`config.mk`:
```
export PLATFORM = sky130hd
export DESIGN_NAME = load_param_packer
export DESIGN_NICKNAME = d
export VERILOG_FILES = /design/src/rtl/load_param_packer.sv
export SDC_FILE = /design/constraint.sdc
export NUM_CORES = 1
export LEC_CHECK = 0
export ABC_AREA = 1
export CAP_MARGIN = 20
export CORE_MARGIN = 1.5
export CORE_UTILIZATION = 48
export CTS_BUF_LIST = sky130_fd_sc_hd__clkbuf_2
export CTS_CLUSTER_DIAMETER = 40
export DETAILED_ROUTE_END_ITERATION = 6
export HOLD_SLACK_MARGIN = 0.12
export PLACE_DENSITY_LB_ADDON = 0.12
export SLEW_MARGIN = 20
export SYNTH_ARGS = -nofsm -noshare
export SYNTH_HDL_FRONTEND = slang
export SYNTH_SLANG_ARGS = --single-unit
```
`constraint.sdc`:
```
create_clock -name wclk -period 3.6 [get_ports wclk]
set_input_delay 0.36 -clock wclk [delete_from_list [all_inputs] [get_ports wclk]]
set_output_delay 0.36 -clock wclk [all_outputs]
set_load 0.02 [all_outputs]
```
`src/rtl/load_param_packer.sv`:
```
// rtl/load_param_packer.sv - packs BUS_W-bit bus words into DSIZE-bit entries for the parameter FIFO
// Collects WPE words per entry, pushes on winc when the FIFO is not full, flags done after NUM_ENTRIES.
module load_param_packer #(
   parameter int  DSIZE       = 64,
   parameter int  BUS_W       = 32,
   parameter int  NUM_ENTRIES = 256,
   localparam int CNT_W       = $clog2(NUM_ENTRIES + 1)
) (
   input  logic             wclk,
   input  logic             wrst_n,
   input  logic             start,
   input  logic             s_valid,
   output logic             s_ready,
   input  logic [BUS_W-1:0] s_data,
   output logic             winc,
   output logic [DSIZE-1:0] wdata,
   input  logic             wfull,
   output logic             busy,
   output logic             done,
   output logic [CNT_W-1:0] entry_count
);

   localparam int WPE    = (DSIZE + BUS_W - 1) / BUS_W;
   localparam int IDX_W  = (WPE > 1) ? $clog2(WPE) : 1;
   localparam int PACK_W = WPE * BUS_W;
   localparam logic [IDX_W-1:0] LAST_IDX = IDX_W'(WPE - 1);
   localparam logic [CNT_W-1:0] FULL_CNT = CNT_W'(NUM_ENTRIES);

   typedef enum logic [1:0] {
      IDLE    = 2'd0,
      COLLECT = 2'd1,
      PUSH    = 2'd2,
      DONE    = 2'd3
   } state_t;

   state_t             state_q, state_d;
   logic [IDX_W-1:0]   word_idx_q, word_idx_d;
   logic [CNT_W-1:0]   entry_count_q, entry_count_d;
   logic [DSIZE-1:0]   pack_q, pack_d;
   logic [PACK_W-1:0]  pack_ext;

   always_ff @(posedge wclk) begin
      if (!wrst_n) begin
         state_q       <= IDLE;
         word_idx_q    <= '0;
         entry_count_q <= '0;
         pack_q        <= '0;
      end else begin
         state_q       <= state_d;
         word_idx_q    <= word_idx_d;
         entry_count_q <= entry_count_d;
         pack_q        <= pack_d;
      end
   end

   always_comb begin
      state_d       = state_q;
      word_idx_d    = word_idx_q;
      entry_count_d = entry_count_q;
      pack_d        = pack_q;
      s_ready       = 1'b0;
      winc          = 1'b0;
      // Widened view so the last word may overhang DSIZE; the overhang is dropped on write-back.
      pack_ext              = '0;
      pack_ext[DSIZE-1:0]   = pack_q;

      case (state_q)
         IDLE: begin
         end
         COLLECT: begin
            s_ready = 1'b1;
            if (s_valid) begin
               for (int w = 0; w < WPE; w++) begin
                  if (word_idx_q == IDX_W'(w)) begin
                     pack_ext[w*BUS_W +: BUS_W] = s_data;
                  end
               end
               pack_d = pack_ext[DSIZE-1:0];
               if (word_idx_q == LAST_IDX) begin
                  word_idx_d = '0;
                  state_d    = PUSH;
               end else begin
                  word_idx_d = word_idx_q + 1'b1;
               end
            end
         end
         PUSH: begin
            winc = ~wfull;
            if (!wfull) begin
               entry_count_d = entry_count_q + 1'b1;
               state_d       = (entry_count_d == FULL_CNT) ? DONE : COLLECT;
            end
         end
         DONE: begin
         end
         default: state_d = IDLE;
      endcase

      // A restart wins over everything except reset; an in-flight push still reaches the FIFO.
      if (start) begin
         state_d       = COLLECT;
         word_idx_d    = '0;
         entry_count_d = '0;
      end
   end

   assign wdata       = pack_q;
   assign busy        = (state_q == COLLECT) || (state_q == PUSH);
   assign done        = (state_q == DONE);
   assign entry_count = entry_count_q;

endmodule
```
==> results of run 1 <==
kinds of logic after synthesis:
family,after synthesis
compound gates,84
simple gates,184
flops,76
buf+inv,46
fa+ha+maj,5
metrics by stage:
stage | power (mW) | setup WS (ns) | utilization, % | cells
after CTS | 1.60 | 0.859 | 71.6 | 581
final | 1.59 | 0.867 | 71.6 | 581
after floorplan | 0.983 | 2.11 | - | 395
after global routing | 1.66 | 0.622 | 71.6 | 581
after detailed placement | 1.10 | 1.28 | 69.4 | 566
after global placement | 1.09 | 1.32 | 69.4 | 566
synth_stat cells:
| library cell | n |
|---|---|
| sky130_fd_sc_hd__o21ai_0 | 33 |
| sky130_fd_sc_hd__o211ai_1 | 3 |
| sky130_fd_sc_hd__inv_2 | 3 |
| sky130_fd_sc_hd__buf_4 | 1 |
| sky130_fd_sc_hd__a22oi_1 | 2 |
| sky130_fd_sc_hd__inv_1 | 23 |
| sky130_fd_sc_hd__ha_1 | 5 |
| sky130_fd_sc_hd__nor2_2 | 3 |
| sky130_fd_sc_hd__o21ai_1 | 5 |
| sky130_fd_sc_hd__nand2_1 | 97 |
| sky130_fd_sc_hd__clkbuf_1 | 12 |
| sky130_fd_sc_hd__nand3_1 | 6 |
| sky130_fd_sc_hd__dfxtp_1 | 76 |
| sky130_fd_sc_hd__nand4_1 | 2 |
| sky130_fd_sc_hd__buf_2 | 7 |
| sky130_fd_sc_hd__nor2_1 | 75 |
| sky130_fd_sc_hd__nand3_2 | 1 |
| sky130_fd_sc_hd__a21oi_1 | 39 |
| sky130_fd_sc_hd__o21bai_1 | 2 |
critical path: cells and delay by family (launching register included):
kind          cells  cell delay, ns
simple gates      1            0.44
flops             1            0.38
fa+ha+maj         1            0.18
buf+inv           3            0.88
layer usage:
metal | up-vias | global-route usage [%] | part of all wire, %
met5 | - | 0 | 0
met4 | 0 | 9.31 | 1.6
met3 | 12 | 5.62 | 6.6
met2 | 99 | 39.8 | 49
met1 | 1323 | 29.0 | 43
li1 | 1468 | - | -
where the power goes:
part / leakage, nW / switching, mW / internal [mW]
clock network: 0.0778 / 0.287 / 0.227
logic: 0.975 / 0.101 / 0.0956
registers: 0.618 / 0.0139 / 0.869
flip-flops by register name, indices dropped and copies added, names as in the netlist:
register and flops:
wdata 64, entry_count 9, state_q 2, word_idx_q 1
layout make-up:
class,instances,share of cell area [%]
sequential,76,36.1
tap,75,2.23
clock buffer,10,1.19
multi-input combinational,273,28.9
clock inverter,5,1.84
inverter,26,2.32
timing repair buffer,116,27.4
worst max path at each step:
stage | end | depth (start not counted) | from | slack [ns]
3_3_place_gp | winc | 3 | wfull | 1.32
4_1_cts | winc | 5 | state_q[0] | 0.86
6_report | winc | 5 | state_q[0] | 0.87
5_1_grt | winc | 5 | state_q[0] | 0.62
3_5_place_dp | wdata[17] | 6 | s_valid | 1.28
2_1_floorplan | wdata[23] | 8 | state_q[1] | 2.11
==> impl_metrics.sql, run 1 <==
INSERT INTO impl_metrics (metric_group, metric, value, unit) VALUES
('cells_and_area', 'multi_input_comb_area', '1220', 'um2'),
('flow_run', 'maxCapViolations', '0', ''),
('global_route', 'grt.total_usage', '23.6', '%'),
('synth', 'netlist_instances', '395', ''),
('synth', 'post_synth.cell_area_avg', '7.40', 'um2'),
('cells_and_area', 'layout_overhead_on_the_synthesized_area', '44.0', '%'),
('synth', 'synth_simple_gate_area_share', '24.5', '%'),
('global_route', 'grt_first_pass_wirelength', '11.8', 'mm'),
('global_route', 'grt_antenna_before_repair', '0', ''),
('timing', 'final_period_minus_worst_setup_slack', '2.73', 'ns'),
('drt', 'drc_violations_left', '0', ''),
('drt', 'drt-pass1-iter-count', '4', ''),
('timing', 'finalClockSkew', '0.0280', 'ns'),
('synth', 'netlist_area_before_placement', '2920', 'um2'),
('worst_setup_path', 'path_max_fanout', '11', ''),
('clock_tree', 'clk_pin_slew', '0.20', 'ns'),
('drt', 'first_iter_violations', '142', ''),
('clock_tree', 'cts_made_buffers', '9', ''),
('die', 'floorplan.initialDensity', '49.7', '%'),
('worst_setup_path', 'slowest_stage', 'sky130_fd_sc_hd__clkdlybuf4s50_1', ''),
('clock_tree', 'cts-root-to-sink-buffers', '2', ''),
('worst_setup_path', 'critPathCaptureType', 'primary output', ''),
('timing', 'maxClockFrequency', '0.366', 'GHz'),
('global_route', 'grt.overflow.total', '0', ''),
('clock_tree', 'cts_hold_repair.buffers', '0', ''),
('worst_setup_path', 'critical_path.most_common_cell', 'sky130_fd_sc_hd__inv_1', ''),
('cells_and_area', 'post-route-cell-area', '4210', 'um2'),
('synth', 'leading_post_synthesis_cells_by_cell_area', 'sky130_fd_sc_hd__dfxtp_1 (52%), sky130_fd_sc_hd__nand2_1 (12%), sky130_fd_sc_hd__nor2_1 (9.6%)', ''),
('die', 'die_area', '6570', 'um2'),
('synth', 'yosys.area_share.xor_xnor', '0', '%'),
('synth', 'synth_cell_type_count', '19', ''),
('worst_hold_path', 'cells_on_worst_hold_path', '3', ''),
('cells_and_area', 'final.fill_count', '504', ''),
('timing', 'finalHoldViolations', '0', ''),
('cells_and_area', 'layout.cells.most_common_list', 'sky130_fd_sc_hd__clkdlybuf4s50_1 (113), sky130_fd_sc_hd__nand2_1 (97), sky130_fd_sc_hd__dfxtp_1 (76)', ''),
('timing', 'finalSetupViolCount', '0', ''),
('clock_tree', 'tritoncts_clock_tree', 'built', ''),
('timing', 'timing_max_transition_violations_final', '0', ''),
('die', 'fp-row-count', '28', ''),
('synth', 'yosysSeqAreaShare', '52.0', '%'),
('synth', 'synthDominantCellAreaShare', '52.0', '%'),
('synth', 'synth-seq-cells', '76', ''),
('clock_tree', 'clk-insertion-delay-late', '0.50', 'ns'),
('cells_and_area', 'antenna_cells_inserted', '0', ''),
('timing', 'timing.final.crit_share', '75.9', '%'),
('worst_setup_path', 'max_stage_delay', '0.72', 'ns'),
('placement', 'place_congestion', '0.849', ''),
('placement', 'placed_cell_areas', '4080', 'um2'),
('synth', 'synthMuxAreaShare', '0', '%'),
('power', 'leakage', '1.67', 'nW'),
('cells_and_area', 'drive_gt1_share', '4.94', '%'),
('synth', 'syn-num-nets', '437', ''),
('die', 'io_pins', '114', ''),
('worst_setup_path', 'timing.rr.start', 'state_q[0]', ''),
('synth', 'synth_top_family_by_area', 'simple AND/OR/NAND/NOR gates', ''),
('worst_setup_path', 'worst_setup_path_start_kind', 'flip-flop', ''),
('die', 'core-area', '5890', 'um2'),
('worst_setup_path', 'regToRegEndpoint', 'wdata[12]', ''),
('timing', 'unrepaired_setup_endpoints_after_global_routing', 'false', ''),
('worst_hold_path', 'whs_endpoint', 'wdata[57]', ''),
('drt', 'route.vias.total', '2902', ''),
('cells_and_area', 'layout.nets', '544', ''),
('cells_and_area', 'sequential_cell_area', '1520', 'um2'),
('worst_setup_path', 'worst-endpoint-required', '3.24', 'ns'),
('power', 'ir_worst_vdd', '0.219', 'mV'),
('clock_tree', 'clock_tree.htree_level_count', '3', ''),
('drt', 'drtAntennaViolNets', '0', ''),
('worst_setup_path', 'critPathArrivalTime', '2.37', 'ns'),
('timing', 'setup-tns-final', '0', 'ns'),
('outcome', 'run_status', 'finished clean', ''),
('cells_and_area', 'final_common_cell', 'sky130_fd_sc_hd__clkdlybuf4s50_1', '');
Power figures use the tool's default switching activity.
==> inputs of run 2 (changes only) <==
--- a/config.mk
+++ b/config.mk
@@ -8,7 +8,7 @@
 export ABC_AREA = 1
 export CAP_MARGIN = 20
 export CORE_MARGIN = 1.5
-export CORE_UTILIZATION = 48
+export CORE_UTILIZATION = 45
 export CTS_BUF_LIST = sky130_fd_sc_hd__clkbuf_2
 export CTS_CLUSTER_DIAMETER = 40
 export DETAILED_ROUTE_END_ITERATION = 6
==> constraint.sdc (replaced) <==
create_clock -name wclk -period 2.6 [get_ports wclk]
set_input_delay 0.26 -clock wclk [delete_from_list [all_inputs] [get_ports wclk]]
set_output_delay 0.26 -clock wclk [all_outputs]
set_load 0.02 [all_outputs]
==> impl_metrics.sql, run 2 (same netlist as run 1, synthesis figures left out) <==
INSERT INTO impl_metrics (metric_group, metric, value, unit) VALUES
('global_route', 'grt_first_pass_wirelength', '12.2', 'mm'),
('die', 'core-area', '6310', 'um2'),
('timing', 'finalClockSkew', '0.0238', 'ns'),
('drt', 'first_iter_violations', '117', ''),
('die', 'floorplan.initialDensity', '46.3', '%'),
('drt', 'drt-pass1-iter-count', '4', ''),
('clock_tree', 'clock_tree.htree_level_count', '3', ''),
('flow_run', 'maxCapViolations', '0', ''),
('timing', 'setup-tns-final', '0', 'ns'),
('worst_setup_path', 'timing.reg2reg.worst_path_depth', '7', ''),
('power', 'leakage', '1.67', 'nW'),
('drt', 'drtAntennaViolNets', '0', ''),
('clock_tree', 'clk_pin_slew', '0.19', 'ns'),
('power', 'comb_power_share', '13.2', '%'),
('die', 'fp-row-count', '29', ''),
('worst_setup_path', 'path_max_fanout', '11', ''),
('placement', 'preCtsSetupSlack', '0.631', 'ns'),
('die', 'io_pins', '114', ''),
('timing', 'final_period_minus_worst_setup_slack', '2.30', 'ns'),
('global_route', 'grt_met1_usage', '27.9', '%'),
('timing', 'finalHoldViolations', '0', ''),
('cells_and_area', 'layout_overhead_on_the_synthesized_area', '44.0', '%'),
('worst_setup_path', 'worst_setup_path_start_kind', 'flip-flop', ''),
('cells_and_area', 'post-route-cell-area', '4210', 'um2'),
('cells_and_area', 'final_common_cell', 'sky130_fd_sc_hd__clkdlybuf4s50_1', ''),
('drt', 'route.vias.total', '2886', ''),
('global_route', 'grt.total_usage', '21.5', '%'),
('clock_tree', 'clk-insertion-delay-late', '0.48', 'ns'),
('die', 'floorplan.die.width', '83.6', 'um'),
('clock_tree', 'cts-root-to-sink-buffers', '2', ''),
('power', 'power_internal', '1.55', 'mW'),
('worst_hold_path', 'cells_on_worst_hold_path', '3', ''),
('worst_setup_path', 'critical_path_class', 'flip-flop to primary output', ''),
('timing', 'smallest_hold_slack', '0.347', 'ns'),
('timing', 'timing_worst_slew_pin_value', '0.589', 'ns'),
('die', 'fp.dieH', '83.6', 'um'),
('global_route', 'via_count_of_the_first_global_routing_pass', '2502', ''),
('worst_setup_path', 'critPathArrivalTime', '2.04', 'ns'),
('timing', 'timing.final.crit_share', '88.5', '%'),
('worst_setup_path', 'slowest_stage', 'sky130_fd_sc_hd__clkdlybuf4s50_1', ''),
('worst_hold_path', 'hold_path_class', 'input port to flip-flop', ''),
('power', 'pwr-share-seq', '58.3', '%'),
('placement', 'place.detailed.hpwl', '5.17', 'mm'),
('power', 'ir_worst_vdd', '0.325', 'mV'),
('cells_and_area', 'layout.cells.most_common_list', 'sky130_fd_sc_hd__clkdlybuf4s50_1 (113), sky130_fd_sc_hd__nand2_1 (97), sky130_fd_sc_hd__dfxtp_1 (76)', ''),
('cells_and_area', 'layout.nets', '547', ''),
('timing', 'unrepaired_setup_endpoints_after_global_routing', 'false', ''),
('power', 'power.clock.fraction', '28.5', '%'),
('clock_tree', 'clock-root-buffer', 'sky130_fd_sc_hd__clkbuf_2', ''),
('power', 'switching_share', '26.1', '%'),
('worst_setup_path', 'worst-endpoint-required', '2.34', 'ns'),
('outcome', 'run_status', 'finished clean', ''),
('clock_tree', 'numClockSinks', '76', ''),
('clock_tree', 'cts_hold_repair.buffers', '0', ''),
('cells_and_area', 'antenna_cells_inserted', '0', ''),
('clock_tree', 'cts_made_buffers', '9', ''),
('timing', 'max_slew_margin', '60.7', '%'),
('cells_and_area', 'drive_gt1_share', '5.30', '%'),
('global_route', 'gr-usage-met2', '35.3', '%'),
('timing', 'finalSetupViolCount', '0', ''),
('die', 'die_area', '6990', 'um2'),
('clock_tree', 'tritoncts_clock_tree', 'built', ''),
('global_route', 'grt.overflow.total', '0', ''),
('placement', 'placed_cell_areas', '4110', 'um2'),
('drt', 'drc_violations_left', '0', ''),
('drt', 'avgRoutedWirePerCell', '12.8', 'um'),
('global_route', 'grt.busiest_layer', 'met2', ''),
('worst_setup_path', 'critPathCaptureType', 'primary output', ''),
('cells_and_area', 'number_of_flip_flops_under_the_largest_register_name', '64', ''),
('global_route', 'gr-usage-met3', '4.65', '%'),
('clock_tree', 'post_cts.repair.setup_buffers', '0', ''),
('power', 'p_per_area', '497', 'nW/um2'),
('global_route', 'grt_start_max_net_pins', '35', ''),
('timing', 'maxClockFrequency', '0.435', 'GHz'),
('worst_setup_path', 'max_stage_delay', '0.61', 'ns'),
('worst_setup_path', 'critical_path.cell_chain', 'ha_1, inv_1, nor2_1, buf_4, clkdlybuf4s50_1', ''),
('global_route', 'grt_antenna_before_repair', '0', ''),
('drt', 'routed_via_density', '4.92', ''),
('drt', 'detail_route.wirelength', '7.53', 'mm'),
('placement', 'place_congestion', '0.849', ''),
('placement', 'number_of_buffers_added_on_ports', '113', ''),
('timing', 'timing_max_transition_violations_final', '0', ''),
('power', 'switching_power_of_the_nets', '0.546', 'mW'),
('timing', 'fin_ws', '0.299', 'ns'),
('clock_tree', 'ctsResizeCount', '0', '');
[run 2: area by class of cell]
class / instances / area (um2)
Fill cell: 561 / 2100
Sequential cell: 76 / 1520
Timing Repair Buffer: 119 / 1180
Clock inverter: 6 / 56.3
Inverter: 26 / 97.6
Tap cell: 77 / 96.3
Multi-Input combinational cell: 273 / 1220
Clock buffer: 9 / 45.0
[run 2: routing by layer]
metal	vias up	wire length, um
li1	1478	-
met1	1326	3430
met2	75	3610
met3	7	410
met4	0	74
met5	-	0
[run 2: worst max-delay path, delay by kind of cell (launching register included)]
family	cells	cell delay, ns
buffers and inverters	3	0.86
flip-flops	1	0.42
adder cells (fa/ha/maj)	1	0.21
AND/OR/NAND/NOR	1	0.09
[run 2: stage by stage]
step | util [%] | power, mW | std cells
2_1_floorplan | - | 1.36 | 395
3_3_place_gp | 65.1 | 1.52 | 571
3_5_place_dp | 65.1 | 1.52 | 571
4_1_cts | 66.7 | 2.11 | 586
5_1_grt | 66.7 | 2.20 | 586
6_report | 66.7 | 2.09 | 586
[run 2: path summary, 6_finish.rpt]
path / from / endpoint / slack, ns
hold reg to reg: wdata[45] / wdata[45] / 0.48
setup / recovery: state_q[1] / winc / 0.30
hold / removal: s_data[13] / wdata[45] / 0.35
setup reg to reg: state_q[1] / state_q[0] / 0.76
[run 2: power groups by stage]
stage	Combinational (mW)	Sequential, mW	Clock, mW
after CTS	0.279	1.22	0.615
final	0.276	1.22	0.596
after global placement	0.274	1.24	0
after floorplan	0.0731	1.29	0
after detailed placement	0.277	1.24	0
after global routing	0.295	1.23	0.673
==> inputs of run 3 (changes only) <==
--- a/config.mk
+++ b/config.mk
@@ -13,7 +13,7 @@
 export CTS_CLUSTER_DIAMETER = 40
 export DETAILED_ROUTE_END_ITERATION = 6
 export HOLD_SLACK_MARGIN = 0.12
-export PLACE_DENSITY_LB_ADDON = 0.12
+export PLACE_DENSITY = 0.82
 export SLEW_MARGIN = 20
 export SYNTH_ARGS = -nofsm -noshare
 export SYNTH_HDL_FRONTEND = slang
==> impl_metrics.sql, run 3 (same netlist as run 1, synthesis figures left out) <==
INSERT INTO impl_metrics (metric_group, metric, value, unit) VALUES
('worst_setup_path', 'reg2reg_setup_slack', '0.71', 'ns'),
('global_route', 'grt.total_usage', '22.4', '%'),
('timing', 'finalClockSkew', '0.0262', 'ns'),
('cells_and_area', 'drive_gt1_share', '5.49', '%'),
('cells_and_area', 'stdcell_count', '587', ''),
('cells_and_area', 'final_common_cell', 'sky130_fd_sc_hd__clkdlybuf4s50_1', ''),
('drt', 'drt-pass1-iter-count', '4', ''),
('timing', 'timing.final.crit_share', '88.4', '%'),
('power', 'p_per_area', '538', 'nW/um2'),
('timing', 'fin_ws', '0.301', 'ns'),
('clock_tree', 'clock-root-buffer', 'sky130_fd_sc_hd__clkbuf_2', ''),
('drt', 'drc_violations_left', '0', ''),
('clock_tree', 'post_cts.repair.setup_buffers', '0', ''),
('die', 'floorplan.initialDensity', '46.3', '%'),
('timing', 'setup-tns-final', '0', 'ns'),
('die', 'floorplan.die.width', '83.6', 'um'),
('clock_tree', 'cts_hold_repair.buffers', '0', ''),
('cells_and_area', 'post-route-cell-area', '4270', 'um2'),
('clock_tree', 'numClockSinks', '76', ''),
('outcome', 'run_status', 'finished clean', ''),
('cells_and_area', 'multi_input_comb_area', '1220', 'um2'),
('timing', 'max_slew_margin', '62.9', '%'),
('die', 'die_area', '6990', 'um2'),
('clock_tree', 'clock_tree.htree_level_count', '3', ''),
('timing', 'timing_worst_slew_pin_value', '0.555', 'ns'),
('worst_setup_path', 'path_max_fanout', '3', ''),
('placement', 'number_of_buffers_added_on_ports', '113', ''),
('cells_and_area', 'finalCoreUtilization', '67.6', '%'),
('clock_tree', 'clk-insertion-delay-late', '0.46', 'ns'),
('timing', 'final_period_minus_worst_setup_slack', '2.30', 'ns'),
('placement', 'place_congestion', '0.850', ''),
('cells_and_area', 'layout.nets', '548', ''),
('clock_tree', 'ctsResizeCount', '0', ''),
('clock_tree', 'cts_made_buffers', '9', ''),
('global_route', 'grt_first_pass_wirelength', '12.7', 'mm'),
('flow_run', 'maxCapViolations', '0', ''),
('global_route', 'grt.overflow.total', '0', ''),
('worst_setup_path', 'critical_path_class', 'flip-flop to primary output', ''),
('global_route', 'grt_antenna_before_repair', '0', ''),
('placement', 'numPlacedInstances', '572', ''),
('timing', 'unrepaired_setup_endpoints_after_global_routing', 'false', ''),
('power', 'power_total', '2.30', 'mW'),
('global_route', 'grt_start_max_net_pins', '34', ''),
('worst_hold_path', 'hold_path_class', 'input port to flip-flop', ''),
('placement', 'placed_cell_areas', '4120', 'um2'),
('cells_and_area', 'sequential_cell_area', '1520', 'um2'),
('cells_and_area', 'layout_overhead_on_the_synthesized_area', '46.0', '%'),
('timing', 'timing_max_transition_violations_final', '0', ''),
('timing', 'finalSetupViolCount', '0', ''),
('power', 'ir_worst_vdd', '0.323', 'mV'),
('drt', 'routed_via_density', '5.01', ''),
('cells_and_area', 'layout.cells.most_common_list', 'sky130_fd_sc_hd__clkdlybuf4s50_1 (113), sky130_fd_sc_hd__nand2_1 (97), sky130_fd_sc_hd__dfxtp_1 (76)', ''),
('drt', 'drtAntennaViolNets', '0', ''),
('timing', 'maxClockFrequency', '0.435', 'GHz'),
('die', 'core-area', '6310', 'um2'),
('timing', 'finalHoldViolations', '0', ''),
('die', 'fp.dieH', '83.6', 'um'),
('drt', 'avgRoutedWirePerCell', '13.1', 'um'),
('placement', 'preCtsSetupSlack', '0.641', 'ns'),
('clock_tree', 'tritoncts_clock_tree', 'built', ''),
('worst_setup_path', 'worst_setup_path_start_kind', 'flip-flop', ''),
('worst_setup_path', 'worst-endpoint-required', '2.34', 'ns'),
('die', 'io_pins', '114', ''),
('worst_setup_path', 'critPathCaptureType', 'primary output', ''),
('drt', 'route.vias.total', '2940', ''),
('clock_tree', 'clk_pin_slew', '0.20', 'ns'),
('power', 'leakage', '1.70', 'nW'),
('drt', 'first_iter_violations', '149', ''),
('die', 'fp-row-count', '29', ''),
('timing', 'smallest_hold_slack', '0.358', 'ns'),
('clock_tree', 'cts-root-to-sink-buffers', '2', ''),
('drt', 'detail_route.wirelength', '7.71', 'mm'),
('worst_setup_path', 'critPathArrivalTime', '2.04', 'ns'),
('placement', 'place.detailed.hpwl', '5.35', 'mm'),
('global_route', 'via_count_of_the_first_global_routing_pass', '2787', ''),
('cells_and_area', 'antenna_cells_inserted', '0', ''),
('cells_and_area', 'number_of_flip_flops_under_the_largest_register_name', '64', ''),
('cells_and_area', 'final.fill_count', '551', '');
-- run 3: area by class of cell --
cell class / instances / area share (%)
multi-input combinational: 273 / 28.5
sequential: 76 / 35.6
tap: 77 / 2.26
clock buffer: 10 / 1.17
clock inverter: 5 / 2.37
timing repair buffer: 120 / 27.7
inverter: 26 / 2.29
-- run 3: per-layer routing --
layer | GRT usage (%) | routed length (um) | share of wire, % | vias up
met5 | 0 | 0 | 0 | -
met4 | 6.86 | 81 | 1.1 | 0
met3 | 6.82 | 513 | 6.7 | 8
met2 | 36.7 | 3660 | 47 | 96
met1 | 28.4 | 3460 | 45 | 1353
li1 | - | - | - | 1483
-- run 3: where the power goes --
part           leakage (nW)  internal [mW]  switching [mW]  total, mW
Sequential            0.618           1.20          0.0201       1.22
Combinational         0.996          0.134           0.142      0.275
Clock                0.0857          0.411           0.388      0.799
-- run 3: worst max-delay path, stage by stage, from the launching register on --
cell and delay, ns:
sky130_fd_sc_hd__dfxtp_1 0.38, sky130_fd_sc_hd__inv_1 0.08, sky130_fd_sc_hd__ha_1 0.20, sky130_fd_sc_hd__inv_1 0.09
sky130_fd_sc_hd__nor2_1 0.19, sky130_fd_sc_hd__clkdlybuf4s50_1 0.64
-- run 3: worst paths after layout --
path | startpoint | end | depth (start not counted)
worst max-delay path | state_q[0] | winc | 5
worst min-delay path | s_data[27] | wdata[59] | 3
worst max register to register | state_q[0] | wdata[38] | 6
worst min register to register | wdata[40] | wdata[40] | 2
